--- src/rtl/tt_pkg.sv ---
// Shared definitions for the truth-table sweep generator.
//   tt_state_e    : sweep FSM state encoding
//   TT_SETTLE_DEF : default number of hold cycles per input code
package tt_pkg;

  typedef enum logic [1:0] {
    ST_IDLE = 2'd0,
    ST_RUN  = 2'd1,
    ST_FIN  = 2'd2
  } tt_state_e;

  localparam int TT_SETTLE_DEF = 2;

endpackage

--- src/rtl/tt_settle_ctr.sv ---
// Hold-time counter for the sweep generator.
// Counts 0..SETTLE-1 while en is high and raises tick on the last hold
// cycle, returning to 0 on the same edge.
//   clk   : rising-edge clock
//   rst_n : synchronous reset, active-low
//   clr   : force the count back to 0 (start of a new sweep)
//   en    : count enable (sweep running)
//   tick  : high during the last hold cycle of the current code
module tt_settle_ctr
  import tt_pkg::*;
#(
  parameter int SETTLE = TT_SETTLE_DEF
) (
  input  logic clk,
  input  logic rst_n,
  input  logic clr,
  input  logic en,
  output logic tick
);

  localparam int CW = $clog2(SETTLE + 1);

  logic [CW-1:0] settle_cnt;

  assign tick = en && (settle_cnt == CW'(SETTLE - 1));

  always_ff @(posedge clk) begin
    if (!rst_n)      settle_cnt <= '0;
    else if (clr)    settle_cnt <= '0;
    else if (tick)   settle_cnt <= '0;
    else if (en)     settle_cnt <= settle_cnt + CW'(1);
  end

endmodule

--- src/rtl/tt_sweep_gen.sv ---
// Exhaustive truth-table sequencer for a small combinational cell.
// On start, drives every input code 0..2**N_IN-1 in order, holds each code
// for SETTLE cycles and samples y_in on the last hold cycle into table_out.
// Optional build macro TT_CHECK_EN adds a golden-table comparator.
//   clk       : rising-edge clock
//   rst_n     : synchronous reset, active-low
//   start     : sweep request, honoured only in IDLE
//   y_in      : cell output
//   vec_out   : cell inputs (bit0=a, bit1=b, bit2=c)
//   busy      : sweep running
//   done      : one-cycle pulse after the last code is captured
//   table_out : bit i = y captured while vec_out==i
//   expected  : (TT_CHECK_EN) golden truth table
//   mismatch  : (TT_CHECK_EN) table_out != expected, evaluated at sweep end
module tt_sweep_gen
  import tt_pkg::*;
#(
  parameter int N_IN   = 3,
  parameter int SETTLE = TT_SETTLE_DEF
) (
  input  logic                 clk,
  input  logic                 rst_n,
  input  logic                 start,
  input  logic                 y_in,
  output logic [N_IN-1:0]      vec_out,
  output logic                 busy,
  output logic                 done,
  output logic [2**N_IN-1:0]   table_out
`ifdef TT_CHECK_EN
  ,
  input  logic [2**N_IN-1:0]   expected,
  output logic                 mismatch
`endif
);

  localparam logic [N_IN-1:0] VEC_LAST = '1;

  tt_state_e state, state_d;
  logic      go;
  logic      tick;

  tt_settle_ctr #(.SETTLE(SETTLE)) u_settle (
    .clk   (clk),
    .rst_n (rst_n),
    .clr   (go),
    .en    (state == ST_RUN),
    .tick  (tick)
  );

  always_ff @(posedge clk) begin
    if (!rst_n) state <= ST_IDLE;
    else        state <= state_d;
  end

  always_comb begin
    state_d = state;
    go      = 1'b0;
    busy    = 1'b0;
    done    = 1'b0;
    case (state)
      ST_IDLE: if (start) begin
        state_d = ST_RUN;
        go      = 1'b1;
      end
      ST_RUN: begin
        busy = 1'b1;
        // the last code's capture edge is also the exit edge
        if (tick && vec_out == VEC_LAST) state_d = ST_FIN;
      end
      ST_FIN: begin
        done    = 1'b1;
        state_d = ST_IDLE;
      end
      default: state_d = ST_IDLE;
    endcase
  end

  always_ff @(posedge clk) begin
    if (!rst_n) begin
      vec_out   <= '0;
      table_out <= '0;
    end else if (go) begin
      vec_out   <= '0;
      table_out <= '0;
    end else if (tick) begin
      table_out[vec_out] <= y_in;
      // hold at the last code; FIN puts it back to 0
      if (vec_out != VEC_LAST) vec_out <= vec_out + N_IN'(1);
    end else if (state == ST_FIN) begin
      vec_out <= '0;
    end
  end

`ifdef TT_CHECK_EN
  always_ff @(posedge clk) begin
    if (!rst_n)               mismatch <= 1'b0;
    else if (go)              mismatch <= 1'b0;
    else if (state == ST_FIN) mismatch <= (table_out != expected);
  end
`endif

endmodule
--- config.mk ---
export PLATFORM = sky130hd
export DESIGN_NAME = tt_sweep_gen
export DESIGN_NICKNAME = d
export VERILOG_FILES = /design/src/rtl/tt_pkg.sv /design/src/rtl/tt_settle_ctr.sv /design/src/rtl/tt_sweep_gen.sv
export SDC_FILE = /design/constraint.sdc
export NUM_CORES = 1
export LEC_CHECK = 0
export ABC_AREA = 1
export CAP_MARGIN = 5
export CORE_MARGIN = 5
export CORE_UTILIZATION = 48
export DETAILED_ROUTE_END_ITERATION = 12
export HOLD_SLACK_MARGIN = 0.05
export PLACE_DENSITY = 0.87
export SLEW_MARGIN = 30
export SYNTH_ARGS = -nofsm -noshare
export SYNTH_HDL_FRONTEND = slang
export SYNTH_SLANG_ARGS = --single-unit
--- constraint.sdc ---
create_clock -name clk -period 1.85 [get_ports clk]
set_input_delay 0.185 -clock clk [delete_from_list [all_inputs] [get_ports clk]]
set_output_delay 0.185 -clock clk [all_outputs]
set_load 0.1 [all_outputs]
==> run_results.csv, run 1 <==
group,metric,value,unit
status,status,"finished, final reports clean",
timing,finalHoldViolations,0,
critical_path,crit_buf_inv,1,
logic_synthesis,synth_top_cells_by_count,"nor2_1 (23), dfxtp_1 (15), inv_1 (12), nand2_1 (12), nand3_1 (9)",
clock_tree,cts_buffer_depth,2,
route,final_antenna_net_count,0,
placement,gp_congestion,0.885,
timing,finalWorstSetupSlack,0.433,ns
timing,relSlewSlack,74.6,%
power,pwr-share-clk,32.3,%
floorplanning,coreArea,1510,µm²
timing,finClkSkew,0.00152,ns
worst_hold_path,hp-class,"in -> reg",
global_route,grt_antenna_before_repair,0,
cells_and_area,antenna_cells,0,
floorplanning,initial_core_util,50.6,%
placement,numPlacedInstances,137,
logic_synthesis,synth_top_area_share,39.4,%
floorplanning,num_rows,14,
power,power_density,659,nW/µm²
floorplanning,ios,17,
logic_synthesis,yosysWarnings,0,
clock_tree,cts_tree,"yes",
critical_path,cp_top_family,"flip-flops",
logic_synthesis,postSynthCellCount,108,
critical_path,worstPathRequired,2.04,ns
logic_synthesis,synth_nets,115,
placement,portBuffers,16,
critical_path,arrival,1.61,ns
floorplanning,die_area,2480,µm²
logic_synthesis,synth.distinct_cells,19,
power,p_comb_share,13.4,%
global_route,grt_first_pass_wirelength,2.79,mm
critical_path,crit_type,"reg -> reg",
logic_synthesis,synth-seq-cells,15,
route,wl_met1,767,µm
power,seqPwrFrac,54.3,%
logic_synthesis,synth_top_area_cell,"dfxtp_1",
timing,slew_violations,0,
timing,finalCriticalPeriod,1.42,ns
route,top_layer,"met4",
critical_path,worstPathCellList,"ha_1, ha_1, inv_1, nand4_1, a21oi_1, nor2_1",
logic_synthesis,syn_area_per_cell,7.06,µm²
logic_synthesis,synth_area_leaders,"dfxtp_1 (39%), nor2_1 (11%), nand3_1 (5.9%)",
timing,fmax,0.706,GHz
critical_path,timing.critical_path.from_type,"flop",
timing,rsz0062_at_grt,"false",
cells_and_area,n_fill_cell,135,
route,vias_per_cell,5.21,
critical_path,path_max_fanout,8,
critical_path,crit_top_cell,"ha_1",
clock_tree,clkLatencyLatePin,0.29,ns
timing,final-setup-viol-count,0,
critical_path,critPathSlowestCell,"dfxtp_2",
placement,dp_hpwl,1.17,mm
global_route,grt_max_degree,21,
route,routed-wl-met3,73,µm
route,wl_per_cell,11.2,µm
power,p_leak,0.430,nW
power,p_sw_share,29.3,%
power,vdd_drop_max,0.373,mV
logic_synthesis,syn-cell-area,762,µm²
run,cap_violations,0,
global_route,track_usage,14.3,%
route,detail_route.first_pass.iterations,4,
logic_synthesis,synthArstFlopShare,0,%
clock_tree,htree_levels,1,
cells_and_area,nets,133,
clock_tree,post_cts_buffers,0,
clock_tree,numCtsBuffers,3,
route,drt_iter0_drc,13,
power,p_sw,0.000180,W
route,drc,0,
cells_and_area,register_area,303,µm²
floorplanning,die_x,49.8,µm
cells_and_area,multi_input_area,375,µm²
route,wl_met2,693,µm
cells_and_area,final_cells,141,
cells_and_area,area_growth,22.7,%
global_route,grt_pass1_vias,647,
clock_tree,holdBufCountCts,0,
floorplanning,die_h,49.8,µm
logic_synthesis,synthFlopType,"dfxtp_1",
placement,dp_worst_setup_slack,0.473,ns
logic_synthesis,yosysMostFrequentCell,"nor2_1",
cells_and_area,fin_util,62.0,%
power,internal_power,0.000436,W
timing,timing.hold.ws,0.472,ns
clock_tree,cts_num_sinks,15,
critical_path,cp-end-kind,"flop",
timing,setup_tns,0,ns
clock_tree,cts.clk_slew.worst_paths,0.10,ns
route,via_count,735,
cells_and_area,drive_gt1_share,21.6,%
logic_synthesis,ys_seq_area_share,39.4,%
route,wl,1.58,mm
critical_path,slowest_delay,0.37,ns
global_route,globalRouteOverflowTotal,0,
clock_tree,cts_root_buf,"clkbuf_4",
logic_synthesis,synth-edff-count,0,
timing,fin_crit_sh,76.6,%
timing,tightest_slew,0.380,ns
clock_tree,ctsResizeCount,0,
==> worst register-to-register path, stage by stage (launching register included) <==
cell     delay (ns)
dfxtp_2        0.37
ha_1           0.20
ha_1           0.17
inv_1          0.08
nand4_1        0.22
a21oi_1        0.21
nor2_1         0.06
==> layer usage <==
layer | global-route usage, % | up-vias
li1 | - | 379
met2 | 18.6 | 23
met4 | 9.17 | 0
met3 | 3.01 | 5
met5 | 0 | -
met1 | 20.8 | 328
==> path summary, 6_finish.rpt <==
check                               endpoint  cells past startpoint  slack (ns)    startpoint
worst max-delay path              vec_out[1]                      6        0.43    vec_out[0]
worst min-delay path                state[0]                      3        0.47         rst_n
worst max register to register    vec_out[1]                      6        0.43    vec_out[0]
worst min register to register  table_out[4]                      2        0.49  table_out[4]
==> cell type report <==
cell class | count | share of cell area (%)
clock buffer | 3 | 2.41
tap | 16 | 2.14
timing repair buffer | 16 | 16.3
inverter | 15 | 6.02
multi-input combinational | 75 | 40.2
clock inverter | 1 | 0.535
sequential | 15 | 32.4
==> logic make-up (layout without fill, tap and decap cells) <==
family | after synthesis | count (layout) | synth area share (%)
simple gates | 59 | 59 | 35.3
buf+inv | 18 | 35 | 11.3
flops | 15 | 15 | 39.4
compound gates | 12 | 12 | 7.88
fa+ha+maj | 3 | 3 | 4.93
xor+xnor | 1 | 1 | 1.15
==> state kept, by name, summed over array words and instances, names as in the netlist <==
register,cells
vec_out,3
state,2
table_out,8
u_settle.settle_cnt,2
==> layout by cell type, fill, tap and decap left out, types with 4 or more instances in the layout <==
cell type and n:
nor2_1 23, inv_1 12, o21ai_0 6, nand3_1 9
nor3_1 8, a21oi_1 4, dfxtp_1 13, buf_4 11
nand2_1 12
==> per-stage QoR <==
stage	cell area [µm²]	power [W]
floorplan	764	0.000402
global placement	907	0.000422
detailed placement	907	0.000424
CTS	935	0.000625
global route	935	0.000650
finish	935	0.000616
==> power groups by stage <==
stage	Sequential (W)	Combinational [W]	Clock, W
after floorplan	0.000351	0.0000512	0
after global placement	0.000341	0.0000809	0
after detailed placement	0.000342	0.0000823	0
after CTS	0.000335	0.0000825	0.000208
after global routing	0.000336	0.0000895	0.000225
final	0.000335	0.0000823	0.000199
Power figures use the tool's default switching activity.
==> inputs of run 2 (changes only) <==
clock period = 1.4 ns   (was 1.85 ns; I/O delays follow)
==> run 2 against run 1 <==
Compared with the run above: the run now ends with negative setup slack left; clock power increased by 22%; power increased by 32%; critical path depth increased by 1; die area unchanged; critical path type unchanged.
==> run_results.csv, run 2 (synthesis results as in run 1) <==
group,metric,value,unit
status,status,"finished, violations left",
status,violations,"negative setup slack",
cells_and_area,n_fill_cell,98,
route,wl_per_cell,11.9,µm
timing,finalHoldViolations,0,
power,power.total,0.000815,W
critical_path,worstPathCellList,"ha_4, ha_1, inv_1, nand4_1, buf_4, a21oi_1, nor2_1",
route,via_count,766,
critical_path,rr_worst_depth,7,
critical_path,r2r_start,"vec_out[0]",
timing,finalCriticalPeriod,1.42,ns
floorplanning,die_h,49.8,µm
timing,slew_violations,0,
route,drt_iter0_drc,23,
clock_tree,cts_buffer_depth,2,
power,seqPwrFrac,53.7,%
timing,final-setup-viol-count,3,
clock_tree,cts_tree,"yes",
placement,gp_congestion,0.834,
clock_tree,cts_root_buf,"clkbuf_4",
clock_tree,clkLatencyLatePin,0.28,ns
timing,relSlewSlack,84.7,%
route,drc,0,
global_route,grt_max_degree,21,
timing,setup_tns,-0.0297,ns
power,p_sw_share,27.3,%
power,power_density,705,nW/µm²
global_route,grt_antenna_before_repair,0,
timing,timing.hold.ws,0.440,ns
critical_path,cp_top_family,"flip-flops",
floorplanning,ios,17,
critical_path,cp-end-kind,"flop",
clock_tree,cts_num_sinks,15,
route,final_antenna_net_count,0,
cells_and_area,largest_register_ffs,8,
critical_path,worstPathRequired,1.58,ns
power,pwr-share-clk,29.7,%
global_route,grt_first_pass_wirelength,2.84,mm
power,vdd_drop_max,0.641,mV
worst_hold_path,whs_endpoint,"state[0]",
global_route,grt_pass1_vias,686,
route,vias_per_cell,5.25,
global_route,track_usage,14.4,%
cells_and_area,stdcell_area,1160,µm²
cells_and_area,area_growth,51.7,%
power,p_leak,0.477,nW
critical_path,crit_buf_inv,2,
timing,fmax,0.706,GHz
worst_hold_path,hold_start,"rst_n",
cells_and_area,final_common_cell,"nor2_1",
cells_and_area,drive_gt1_share,30.8,%
worst_hold_path,min_path_cells,3,
timing,rsz0062_at_grt,"true",
floorplanning,coreArea,1510,µm²
route,wl,1.74,mm
placement,dpl_cell_area,1100,µm²
critical_path,r2r-end,"vec_out[2]",
cells_and_area,most-common-layout-cells,"nor2_1 (23), buf_12 (13), dfxtp_1 (11)",
timing,fin_crit_sh,101,%
placement,dp_hpwl,1.31,mm
clock_tree,cts.clk_slew.worst_paths,0.09,ns
critical_path,timing.critical_path.from_type,"flop",
worst_hold_path,hp-class,"in -> reg",
power,p_comb_share,16.6,%
floorplanning,die_x,49.8,µm
critical_path,path_max_fanout,8,
critical_path,slowest_delay,0.39,ns
timing,tightest_slew,0.229,ns
cells_and_area,largestRegisters,"table_out (8), vec_out (3)",
cells_and_area,largest_register,"table_out",
timing,finalWorstSetupSlack,-0.0157,ns
power,p_sw,0.000223,W
clock_tree,htree_levels,1,
floorplanning,initial_core_util,50.6,%
cells_and_area,nets,138,
placement,portBuffers,16,
power,internal_power,0.000592,W
timing,finClkSkew,0.00457,ns
floorplanning,num_rows,14,
critical_path,path_depth,7,
critical_path,crit_type,"reg -> reg",
clock_tree,numCtsBuffers,3,
floorplanning,die_area,2480,µm²
critical_path,critPathSlowestCell,"dfxtp_4",
route,detail_route.first_pass.iterations,5,
cells_and_area,antenna_cells,0,
global_route,globalRouteOverflowTotal,0,
critical_path,arrival,1.60,ns
run,cap_violations,0,
critical_path,r2r_setup_slack,-0.02,ns
clock_tree,holdBufCountCts,0,
==> run 2: worst max-delay path by stage <==
stage	start	end	slack (ns)
after global placement	u_settle.settle_cnt[1]	state[0]	0.09
after CTS	state[0]	done	0.006
after floorplan	vec_out[0]	vec_out[1]	0.01
final	vec_out[0]	vec_out[2]	-0.02
after detailed placement	vec_out[0]	vec_out[0]	0.02
after global routing	vec_out[0]	vec_out[1]	-0.12
==> run 2: cell type report <==
cell class                      instances  area, µm²  share of cell area [%]
Clock buffer                            4       26.3                    2.27
Timing Repair Buffer                   21        328                    28.4
Sequential cell                        15        313                    27.1
Inverter                               15       60.1                    5.19
Tap cell                               16       20.0                    1.73
Multi-Input combinational cell         75        409                    35.4
==> run 2: through the flow <==
step / instances / setup WS [ns] / utilization [%]
after floorplan: 108 / 0.0118 / -
after global placement: 141 / 0.0942 / 73.0
after detailed placement: 141 / 0.0182 / 73.0
after CTS: 145 / 0.00573 / 74.9
after global routing: 146 / -0.117 / 76.7
final: 146 / -0.0157 / 76.7
==> run 2: power by group through the flow <==
stage	registers [W]	clock network [W]	logic, W
3_3_place_gp	0.000445	0	0.000126
2_1_floorplan	0.000459	0	0.0000699
5_1_grt	0.000439	0.000271	0.000147
3_5_place_dp	0.000446	0	0.000128
6_report	0.000438	0.000242	0.000135
4_1_cts	0.000436	0.000249	0.000130
==> run 2: what timing repair did <==
item                                    4_1_cts  5_1_grt
gates cloned                                  0        0
endpoints found under the setup margin        2       15
pin swaps                                     0        1
resized for setup                             2        5
setup buffers                                 0        1
==> run 2: routing by layer <==
layer / GRT usage, % / part of all wire (%)
met4: 6.55 / 3.0
met1: 17.6 / 44
met5: 0 / 0
met3: 5.42 / 4.4
met2: 22.2 / 48
==> run 2: worst register-to-register path, stage by stage (launching register included) <==
cell,delay [ns]
dfxtp_4,0.39
ha_4,0.16
ha_1,0.16
inv_1,0.09
nand4_1,0.13
buf_4,0.19
a21oi_1,0.13
nor2_1,0.06
